--- config.mk ---
export PLATFORM = sky130hd
export DESIGN_NAME = term_monitor
export DESIGN_NICKNAME = d
export VERILOG_FILES = /design/src/rtl/term_monitor_pkg.sv /design/src/rtl/term_monitor_ch.sv /design/src/rtl/term_monitor.sv
export SDC_FILE = /design/constraint.sdc
export NUM_CORES = 1
export LEC_CHECK = 0
export ABC_AREA = 1
export BUFFER_PORTS_ARGS = -buffer_cell sky130_fd_sc_hd__clkbuf_2
export CAP_MARGIN = 20
export CORE_UTILIZATION = 56
export DETAILED_ROUTE_END_ITERATION = 8
export PLACE_DENSITY_LB_ADDON = 0.12
export SLEW_MARGIN = 20
export SYNTH_ARGS = -nofsm -noshare
export SYNTH_HDL_FRONTEND = slang
export SYNTH_SLANG_ARGS = --single-unit
--- constraint.sdc ---
create_clock -name clk -period 2.1 [get_ports clk]
set_input_delay 0.315 -clock clk [delete_from_list [all_inputs] [get_ports clk]]
set_output_delay 0.315 -clock clk [all_outputs]
set_load 0.005 [all_outputs]
--- src/rtl/term_monitor_pkg.sv ---
// Shared types and helpers for the terminated-input monitor.
// Holds the per-channel FSM state encoding and the saturating counter increment.
package term_monitor_pkg;

  typedef enum logic [1:0] {
    StIdle    = 2'd0,
    StArmed   = 2'd1,
    StTripped = 2'd2
  } ch_state_e;

  // Widest activity counter the helper supports.
  localparam int unsigned MaxCntW = 32;

  // Increment val, holding at 2^width-1 instead of wrapping.
  function automatic logic [MaxCntW-1:0] sat_inc(input logic [MaxCntW-1:0] val,
                                                 input int unsigned        width);
    logic [MaxCntW:0] max_val;
    max_val = ({{MaxCntW{1'b0}}, 1'b1} << width) - {{MaxCntW{1'b0}}, 1'b1};
    if ({1'b0, val} >= max_val) begin
      return val;
    end
    return val + {{(MaxCntW-1){1'b0}}, 1'b1};
  endfunction

endpackage

--- src/rtl/term_monitor_ch.sv ---
// One monitor channel: IDLE/ARMED/TRIPPED FSM, input sample register,
// saturating toggle counter and sticky activity flag.
module term_monitor_ch
  import term_monitor_pkg::*;
#(
  parameter int unsigned WIDTH = 1,
  parameter int unsigned CNT_W = 8
) (
  input  logic             clk,
  input  logic             resetn,
  input  logic             tie_en,
  input  logic             clr,
  input  logic [WIDTH-1:0] i,
  output logic [CNT_W-1:0] act_cnt,
  output logic             act_flag,
  output logic             flag_next
);

  ch_state_e        state_q, state_d;
  logic [WIDTH-1:0] sample_q, sample_d;
  logic [CNT_W-1:0] cnt_q, cnt_d;
  logic             flag_q, flag_d;
  logic             toggle;

  always_comb begin
    state_d  = state_q;
    sample_d = sample_q;
    cnt_d    = cnt_q;
    // Compare against the sample only once armed; the arming edge just loads it.
    toggle   = (state_q != StIdle) && (i != sample_q);

    if (tie_en || (state_q != StIdle)) begin
      sample_d = i;
    end

    if (!tie_en) begin
      state_d = StIdle;
    end else begin
      case (state_q)
        StIdle:    state_d = StArmed;
        StArmed:   if (toggle && !clr) state_d = StTripped;
        StTripped: if (clr) state_d = StArmed;
        default:   state_d = StIdle;
      endcase
    end

    // Clear beats a same-cycle toggle.
    if (clr) begin
      cnt_d = '0;
    end else if (toggle) begin
      cnt_d = CNT_W'(sat_inc(MaxCntW'(cnt_q), CNT_W));
    end

    flag_d = (state_d == StTripped) || ((state_d == StIdle) && (cnt_d != '0));
  end

  always_ff @(posedge clk) begin
    if (!resetn) begin
      state_q  <= StIdle;
      sample_q <= '0;
      cnt_q    <= '0;
      flag_q   <= 1'b0;
    end else begin
      state_q  <= state_d;
      sample_q <= sample_d;
      cnt_q    <= cnt_d;
      flag_q   <= flag_d;
    end
  end

  assign act_cnt   = cnt_q;
  assign act_flag  = flag_q;
  assign flag_next = flag_d;

endmodule

--- src/rtl/term_monitor.sv ---
// Multi-channel monitor for terminated inputs: ties or passes each output
// channel and raises a registered interrupt when any terminated input toggles.
module term_monitor
  import term_monitor_pkg::*;
#(
  parameter int unsigned     N_CH    = 4,
  parameter int unsigned     WIDTH   = 1,
  parameter int unsigned     CNT_W   = 8,
  parameter logic [WIDTH-1:0] TIE_VAL = '0
) (
  input  logic                  clk,
  input  logic                  resetn,
  input  logic [N_CH*WIDTH-1:0] i,
  input  logic [N_CH*WIDTH-1:0] pass_i,
  input  logic [N_CH-1:0]       tie_en,
  input  logic [N_CH-1:0]       clr,
  output logic [N_CH*WIDTH-1:0] o,
  output logic [N_CH*CNT_W-1:0] act_cnt,
  output logic [N_CH-1:0]       act_flag,
  output logic                  irq
);

  logic [N_CH*WIDTH-1:0] o_q, o_d;
  logic [N_CH-1:0]       flag_next;
  logic                  irq_q;

  for (genvar c = 0; c < N_CH; c++) begin : g_ch
    term_monitor_ch #(
      .WIDTH (WIDTH),
      .CNT_W (CNT_W)
    ) u_ch (
      .clk       (clk),
      .resetn    (resetn),
      .tie_en    (tie_en[c]),
      .clr       (clr[c]),
      .i         (i[c*WIDTH +: WIDTH]),
      .act_cnt   (act_cnt[c*CNT_W +: CNT_W]),
      .act_flag  (act_flag[c]),
      .flag_next (flag_next[c])
    );
  end

  always_comb begin
    o_d = '0;
    for (int c = 0; c < N_CH; c++) begin
      o_d[c*WIDTH +: WIDTH] = tie_en[c] ? TIE_VAL : pass_i[c*WIDTH +: WIDTH];
    end
  end

  // IRQ is built from next-state flags so it rises together with ACT_FLAG.
  always_ff @(posedge clk) begin
    if (!resetn) begin
      o_q   <= '0;
      irq_q <= 1'b0;
    end else begin
      o_q   <= o_d;
      irq_q <= |flag_next;
    end
  end

  assign o   = o_q;
  assign irq = irq_q;

endmodule

==> impl_metrics.tcl, run 1 <==
set metrics [dict create \
    grt_pass1_wl_um 11590 \
    synth_cells 475 \
    outcome "finished, final reports clean" \
    grt_max_degree 16 \
    cap_violations 0 \
    cellPowerDensity_nw_per_um2 599.9 \
    hold_viol_final 0 \
    antennaDiodeCount 0 \
    nets 556 \
    ys.warnings.count 0 \
    synth-seq-area-share_pct 34.37 \
    clk_latency_ns 0.30 \
    setup_viol 0 \
    r2r_slack_ns 0.18 \
    cp_max_fo 6 \
    path_clk_slew_ns 0.09 \
    grtUsageTotal_pct 24.19 \
    crit_type "flop to flop" \
    syn-num-nets 497 \
    synth-edff-count 0 \
    port_buffers 58 \
    die_w_um 76.24 \
    slew_headroom_pct 78.46 \
    die_h_um 76.24 \
    overflow 0 \
    ys_ff_latch 53 \
    synth_top_area_share_pct 34.37 \
    p_leak_uw 0.001781 \
    antenna_found_initial 0 \
    wirelength_um 6682 \
    required_ns 2.30 \
    synth_ff_type "dfxtp_1" \
    drc 0 \
    core_area_um2 5205 \
    register_area_um2 1061 \
    num_rows 26 \
    wl_per_cell_um 11.04 \
    post_cts_buffers 0 \
    synth_top_area_cell "dfxtp_1" \
    numClockSinks 53 \
    vias 3039 \
    period_share_pct 91.51 \
    postRouteAntennaNets 0 \
    end_kind "flop" \
    place_area_um2 3438 \
    cp-start-kind "flop" \
    syn_to_final_growth_pct 15.16 \
    synth_area_um2 3087 \
    cts_resized 0 \
    via_per_inst 5.023 \
    clock_skew_ns 0.005912 \
    cp_data_arrival_time_ns 2.12 \
    drt_iter0_markers 133 \
    tns_ns 0 \
    timing.fmax_mhz 520.3 \
    dpl.hpwl_um 5244 \
    synth_area_leaders "dfxtp_1 (34%), nand2_1 (15%), nand3_1 (11%)" \
    yosysMostFrequentCell "nand2_1" \
    design_area_um2 3555 \
    clockBufferDepth 2 \
    cts_inserted_buffers 5 \
    synthArstFlopShare_pct 0 \
    initial_utilization_pct 59.30 \
    irDropWorstVdd_mv 0.4576 \
    holdWs_ns 0.1861 \
    max_slew.worst_pin.slew_ns 0.3228 \
    fin_crit_ns 1.922 \
    avgSynthCellArea_um2 6.498 \
    drv_slew 0 \
    htreeDepth 2 \
    cts_tree "done" \
    first_pass_iters 4 \
    synth.distinct_cells 28 \
    hold_path.class "primary input to flop" \
    layout.filler_cells 485 \
    rsz0062_at_grt "no" \
    ctsHoldBuffers 0 \
    ys_top_cells_by_count "nand2_1 (121), nor2_1 (74), nand3_1 (69), inv_1 (56), dfxtp_1 (53)" \
    drive_gt1_share_pct 20.00 \
    place_congestion 0.8415 \
    io_pins 59 \
    die_area_um2 5813 \
    grt_pass1_vias 2761 \
    multi_input_area_um2 1733 \
    clockRootBuffer "clkbuf_8" \
    power_uw 2133 \
]
[power by group]
part / switching [uW] / internal (uW)
combinational: 210 / 126
sequential: 35.4 / 1050
clock: 326 / 389
total: 572 / 1560
[placed cells by master, fill, tap and decap left out, drive strengths merged]
cell / count
dfxtp: 53
bufinv: 1
nor2: 89
xor2: 5
or2: 3
clkbuf: 65
nand3b: 1
a311oi: 4
nand2: 138
xnor2: 3
clkinv: 3
inv: 62
o21ai: 5
o211ai: 4
nand4: 6
nand3: 70
buf: 3
nor3: 3
a21oi: 13
ha: 4
[area by class of cell]
| type | count | share of cell area [%] |
|---|---|---|
| inverters | 65 | 6.864 |
| multi-input cells | 348 | 48.75 |
| well taps | 70 | 2.464 |
| flip-flops and latches | 53 | 29.85 |
| clock inverters | 1 | 0.8448 |
| clock buffers | 7 | 2.429 |
| repair buffers | 61 | 8.800 |
[path summary, 6_finish.rpt]
kind,depth (start not counted),from,to
max,14,g_ch[0].u_ch.act_cnt[0],irq
min,2,tie_en[1],o[1]
max reg2reg,14,g_ch[0].u_ch.act_cnt[0],irq
min reg2reg,2,g_ch[2].u_ch.sample_q,g_ch[2].u_ch.sample_q
[metrics by stage]
stage	worst slack, ns	util, %	instances
2_1_floorplan	0.4331	-	475
3_3_place_gp	0.2441	66.06	597
3_5_place_dp	0.1879	66.06	597
4_1_cts	0.1757	68.29	605
5_1_grt	0.02328	68.29	605
6_report	0.1782	68.29	605
[logic make-up (layout without fill, tap and decap cells)]
group           Yosys count  count (layout)  synth area share, %
compound gates           26              26                5.026
xor+xnor                  8               8                2.270
fa+ha+maj                 4               4                1.621
buf+inv                  74             134                9.485
flops                    53              53                34.37
simple gates            310             310                47.22
[layer usage]
metal	share of wire (%)	vias to the layer above	global-route usage [%]
met5	0	-	0
met4	2.1	0	9.231
met3	4.2	12	4.192
met2	47	79	41.44
met1	47	1334	30.15
li1	-	1614	-
[critical path: stages (launching register included)]
cell,delay (ns)
dfxtp_1,0.42
ha_1,0.24
nand2_1,0.10
nor2_4,0.16
nand2_4,0.09
nand2_4,0.08
nand2_1,0.05
nand3_1,0.10
nand2_1,0.07
nor2_1,0.12
nand2_1,0.07
nand2_1,0.11
nand2_1,0.07
nor2_1,0.08
nor2_1,0.04
[flip-flops by register name, summed over array words and instances, names as in the netlist]
register / cells
g_ch.u_ch.act_cnt: 32
g_ch.u_ch.state_q: 8
g_ch.u_ch.act_flag: 4
g_ch.u_ch.sample_q: 4
o: 4
irq: 1
Note: power is estimated with default switching activity, not from simulation.
==> run 2: changes to the inputs <==
--- a/config.mk
+++ b/config.mk
@@ -8,7 +8,8 @@
 export ABC_AREA = 1
 export BUFFER_PORTS_ARGS = -buffer_cell sky130_fd_sc_hd__clkbuf_2
 export CAP_MARGIN = 20
-export CORE_UTILIZATION = 56
+export CORE_MARGIN = 3
+export CORE_UTILIZATION = 44
 export DETAILED_ROUTE_END_ITERATION = 8
 export PLACE_DENSITY_LB_ADDON = 0.12
 export SLEW_MARGIN = 20
==> constraint.sdc (replaced) <==
create_clock -name clk -period 2.1 [get_ports clk]
set_input_delay 0.315 -clock clk [delete_from_list [all_inputs] [get_ports clk]]
set_output_delay 0.315 -clock clk [all_outputs]
set_load 0.02 [all_outputs]
==> impl_metrics.tcl, run 2 (synthesis results as in run 1) <==
set metrics [dict create \
    outcome "finished, final reports clean" \
    cp_max_fo 6 \
    rsz0062_at_grt "no" \
    design_area_um2 3585 \
    die_area_um2 8056 \
    layout.filler_cells 678 \
    required_ns 2.29 \
    syn_to_final_growth_pct 16.13 \
    critical-path-top-delay-family "simple AND/OR/NAND/NOR gates" \
    fin_crit_ns 1.830 \
    via_per_inst 4.844 \
    cellPowerDensity_nw_per_um2 581.4 \
    grtUsageTotal_pct 17.38 \
    power_uw 2084 \
    die_w_um 89.76 \
    clockRootBuffer "clkbuf_8" \
    path_depth 14 \
    fin_cells 628 \
    grt_use_met1_pct 22.12 \
    antennaDiodeCount 0 \
    p_leak_uw 0.001794 \
    drive_gt1_share_pct 20.93 \
    num_rows 29 \
    clock_skew_ns 0.004942 \
    cap_violations 0 \
    setup_viol 0 \
    timing.fmax_mhz 546.5 \
    die_h_um 89.76 \
    r2r_cells 14 \
    path_buf_inv 0 \
    cts_tree "done" \
    numClockSinks 53 \
    port_buffers 58 \
    slew_headroom_pct 79.92 \
    dp.cells 620 \
    cp_data_arrival_time_ns 2.02 \
    io_pins 59 \
    overflow 0 \
    grt_pass1_vias 2803 \
    place_congestion 0.8629 \
    cp-start-kind "flop" \
    wirelength_um 6960 \
    drv_slew 0 \
    crit_top_cell "nand2_1" \
    tns_ns 0 \
    end_kind "flop" \
    whs_path_depth 2 \
    clockBufferDepth 2 \
    ctsHoldBuffers 0 \
    first_pass_iters 4 \
    nets 556 \
    place_area_um2 3467 \
    holdWs_ns 0.1686 \
    layout_common_cells "nand2_1 (121), nor2_1 (73), nand3_1 (69)" \
    cts_inserted_buffers 5 \
    wl_per_cell_um 11.08 \
    clk_latency_ns 0.30 \
    htreeDepth 2 \
    antenna_found_initial 0 \
    final_common_cell "nand2_1" \
    use_met2_pct 30.20 \
    grt_pass1_wl_um 12120 \
    crit_type "flop to flop" \
    grtUsageMet3_pct 3.172 \
    vias 3042 \
    core_area_um2 6568 \
    drc 0 \
    crit_chain "ha_1, nand2_1, nor2_4, nand2_4, nand2_4, nand2_1, nand3_1, nand2_1, nor2_1, nand2_1, nand2_1, nand2_1, nor2_1, nor2_1" \
    irDropWorstVdd_mv 0.2630 \
    largest_reg_flops 32 \
    path_clk_slew_ns 0.09 \
    hold_viol_final 0 \
    initial_utilization_pct 47.00 \
    max_stage_delay_ns 0.39 \
    postRouteAntennaNets 0 \
    max_slew.worst_pin.slew_ns 0.3012 \
    dpl.hpwl_um 5380 \
    period_share_pct 87.14 \
    gr-max-usage-layer "met2" \
    drt_iter0_markers 85 \
    grt_max_degree 30 \
    hold_path.class "primary input to flop" \
    cp_slowest_cell "dfxtp_2" \
]
## run 2: cell types whose count changed in the layout (fill, tap and decap cells not counted)
cell	before	now
dfxtp_1	53	50
dfxtp_2	0	3
bufinv_16	1	0
clkbuf_1	1	0
clkbuf_8	6	7
clkinv_2	0	1
nand2_2	13	12
nand2_4	4	5
nor2_1	74	73
nor2_4	6	7
## run 2: metal layers
| layer | routed length, um | share of wire [%] |
|---|---|---|
| met1 | 3453 | 50 |
| met2 | 3177 | 46 |
| met3 | 246 | 3.5 |
| met4 | 82 | 1.2 |
| met5 | 0 | 0 |
## run 2: cell type report
class                           count  area (um2)  share of cell area, %
Inverter                           65       244.0                  6.806
Clock inverter                      1       5.005                 0.1396
Timing Repair Buffer               61       312.8                  8.726
Tap cell                           93       116.4                  3.246
Clock buffer                        7       96.34                  2.688
Sequential cell                    53        1065                  29.70
Multi-Input combinational cell    348        1745                  48.69
## run 2: path summary, 6_finish.rpt
kind / start / end / slack (ns)
hold / removal: tie_en[3] / o[3] / 0.17
setup / recovery: g_ch[0].u_ch.act_cnt[0] / irq / 0.27
setup reg to reg: g_ch[0].u_ch.act_cnt[0] / irq / 0.27
hold reg to reg: g_ch[1].u_ch.sample_q / g_ch[1].u_ch.sample_q / 0.49
## run 2: stage by stage
| step | worst slack [ns] | util, % |
|---|---|---|
| global placement | 0.2070 | 52.79 |
| detailed placement | 0.2023 | 52.79 |
| global route | 0.001656 | 54.58 |
| CTS | 0.1840 | 54.33 |
| finish | 0.2701 | 54.58 |
| floorplan | 0.2927 | - |
## run 2: what timing repair did
item | in CTS | in global routing
hold endpoints to repair | 0 | 0
setup endpoints to repair | 0 | 1
buffers inserted | 0 | 0
resized for setup | 0 | 6
## run 2: worst register-to-register path: cells and delay by family (launching register included)
kind	cells	cell delay, ns
flip-flops	1	0.39
AND/OR/NAND/NOR	13	1.12
adder cells (fa/ha/maj)	1	0.21
## run 2: where the power goes
group	leakage, uW	internal [uW]	switching (uW)
combinational	0.00131	126	242
clock	0.0000542	299	336
sequential	0.000433	1050	35.1
==> run 3: changes to the inputs <==
--- a/config.mk
+++ b/config.mk
@@ -8,7 +8,6 @@
 export ABC_AREA = 1
 export BUFFER_PORTS_ARGS = -buffer_cell sky130_fd_sc_hd__clkbuf_2
 export CAP_MARGIN = 20
-export CORE_MARGIN = 3
 export CORE_UTILIZATION = 44
 export DETAILED_ROUTE_END_ITERATION = 8
 export PLACE_DENSITY_LB_ADDON = 0.12
==> constraint.sdc (replaced) <==
create_clock -name clk -period 2.21 [get_ports clk]
set_input_delay 0.3315 -clock clk [delete_from_list [all_inputs] [get_ports clk]]
set_output_delay 0.3315 -clock clk [all_outputs]
set_load 0.02 [all_outputs]
==> impl_metrics.tcl, run 3 (synthesis results as in run 1) <==
set metrics [dict create \
    irDropWorstVdd_mv 0.3048 \
    postRouteAntennaNets 0 \
    numClockSinks 53 \
    max_slew.worst_pin.slew_ns 0.4513 \
    end_kind "flop" \
    grtUsageTotal_pct 19.17 \
    slew_headroom_pct 69.88 \
    syn_to_final_growth_pct 15.16 \
    cp_slowest_cell "dfxtp_1" \
    port_buffers 58 \
    clockBufferDepth 2 \
    hold_path.class "primary input to flop" \
    cts_resized 0 \
    io_pins 59 \
    cp-start-kind "flop" \
    via_per_inst 4.808 \
    power_uw 1913 \
    crit_type "flop to flop" \
    cp_data_arrival_time_ns 2.11 \
    first_pass_iters 6 \
    switching_share_pct 30.03 \
    antenna_found_initial 0 \
    wirelength_um 6776 \
    drv_slew 0 \
    fin_crit_ns 1.911 \
    cp_max_fo 6 \
    timing.fmax_mhz 523.3 \
    final_common_cell "nand2_1" \
    path_buf_inv 0 \
    layout.filler_cells 713 \
    drc 0 \
    outcome "finished, final reports clean" \
    die_w_um 85.76 \
    die_h_um 85.76 \
    post_cts_buffers 0 \
    max_stage_delay_ns 0.44 \
    clock_skew_ns 0.009806 \
    wl_per_cell_um 10.74 \
    vias 3034 \
    p_switching_uw 574.6 \
    rsz0062_at_grt "no" \
    die_area_um2 7354 \
    seq_power_share_pct 53.6 \
    layout_common_cells "nand2_1 (121), nor2_1 (74), nand3_1 (69)" \
    ctsHoldBuffers 0 \
    clockRootBuffer "clkbuf_8" \
    nets 556 \
    power_frac_comb_pct 18.2 \
    grt_pass1_wl_um 11440 \
    period_share_pct 86.46 \
    grt_pass1_vias 2624 \
    overflow 0 \
    setup_viol 0 \
    largest_reg_flops 32 \
    place_congestion 0.8367 \
    initial_utilization_pct 45.43 \
    clk_latency_ns 0.30 \
    p_leak_uw 0.001761 \
    drive_gt1_share_pct 19.81 \
    dpl.hpwl_um 5331 \
    path_clk_slew_ns 0.10 \
    crit_chain "ha_1, nand2_2, nor2_4, nand2_4, nand2_2, nand2_1, nand3_1, nand2_1, nor2_1, nand2_1, nand2_2, nand2_1, nor2_1, nor2_1" \
    antennaDiodeCount 0 \
    r2r_slack_ns 0.30 \
    htreeDepth 2 \
    num_rows 30 \
    grt_max_degree 16 \
    power.internal_uw 1339 \
    clkPwrFrac_pct 28.2 \
    crit_top_cell "nand2_1" \
    cts_inserted_buffers 5 \
    cap_violations 0 \
    drt_iter0_markers 108 \
    hold_viol_final 0 \
    cts_tree "done" \
    core_area_um2 6794 \
    critical-path-top-delay-family "simple AND/OR/NAND/NOR gates" \
    cellPowerDensity_nw_per_um2 538.3 \
    tns_ns 0 \
    required_ns 2.41 \
]
-- run 3: cell count changes in the layout (fill, tap and decap cells not counted), sizes merged --
cell / delta
clkinv: -1
clkinvlp: +1
-- run 3: layout make-up --
type	count	area (um2)	share of cell area [%]
Sequential cell	53	1061	29.85
Clock buffer	7	76.32	2.147
Tap cell	96	120.1	3.379
Clock inverter	1	7.507	0.2112
Inverter	65	244.0	6.864
Timing Repair Buffer	61	312.8	8.800
Multi-Input combinational cell	348	1733	48.75
-- run 3: metrics by stage --
stage / cells / setup WS (ns) / area [um2] / hold slack [ns] / util [%]
after floorplan: 475 / 0.4027 / 3087 / 0.4030 / -
after global placement: 623 / 0.3111 / 3471 / 0.4806 / 51.09
after detailed placement: 623 / 0.3131 / 3471 / 0.4852 / 51.09
after CTS: 631 / 0.2937 / 3555 / 0.1731 / 52.32
after global routing: 631 / 0.03952 / 3555 / 0.1929 / 52.32
final: 631 / 0.2992 / 3555 / 0.1847 / 52.32
-- run 3: per-layer routing --
metal  global-route usage (%)  wire [um]  up-vias
met2                    33.31       3191       56
met1                    24.75       3290     1358
met5                        0          0        -
met4                    4.091         61        0
met3                    3.657        233        5
li1                         -          -     1615
-- run 3: final timing paths --
kind | depth (start not counted) | endpoint | startpoint
setup / recovery | 14 | irq | g_ch[3].u_ch.act_cnt[0]
hold / removal | 2 | o[0] | tie_en[0]
setup reg to reg | 14 | irq | g_ch[3].u_ch.act_cnt[0]
hold reg to reg | 2 | g_ch[3].u_ch.sample_q | g_ch[3].u_ch.sample_q
-- run 3: power by group through the flow --
stage / clock (uW) / combinational [uW] / sequential (uW)
4_1_cts: 563 / 352 / 1030
6_report: 539 / 349 / 1030
5_1_grt: 598 / 397 / 1030
2_1_floorplan: 0 / 239 / 1070
3_5_place_dp: 0 / 350 / 1050
3_3_place_gp: 0 / 349 / 1050
-- run 3: worst register-to-register path, stage by stage, from the launching register on --
cell,delay [ns]
dfxtp_1,0.44
ha_1,0.26
nand2_2,0.10
nor2_4,0.16
nand2_4,0.08
nand2_2,0.07
nand2_1,0.05
nand3_1,0.10
nand2_1,0.08
nor2_1,0.12
nand2_1,0.08
nand2_2,0.07
nand2_1,0.05
nor2_1,0.10
nor2_1,0.04
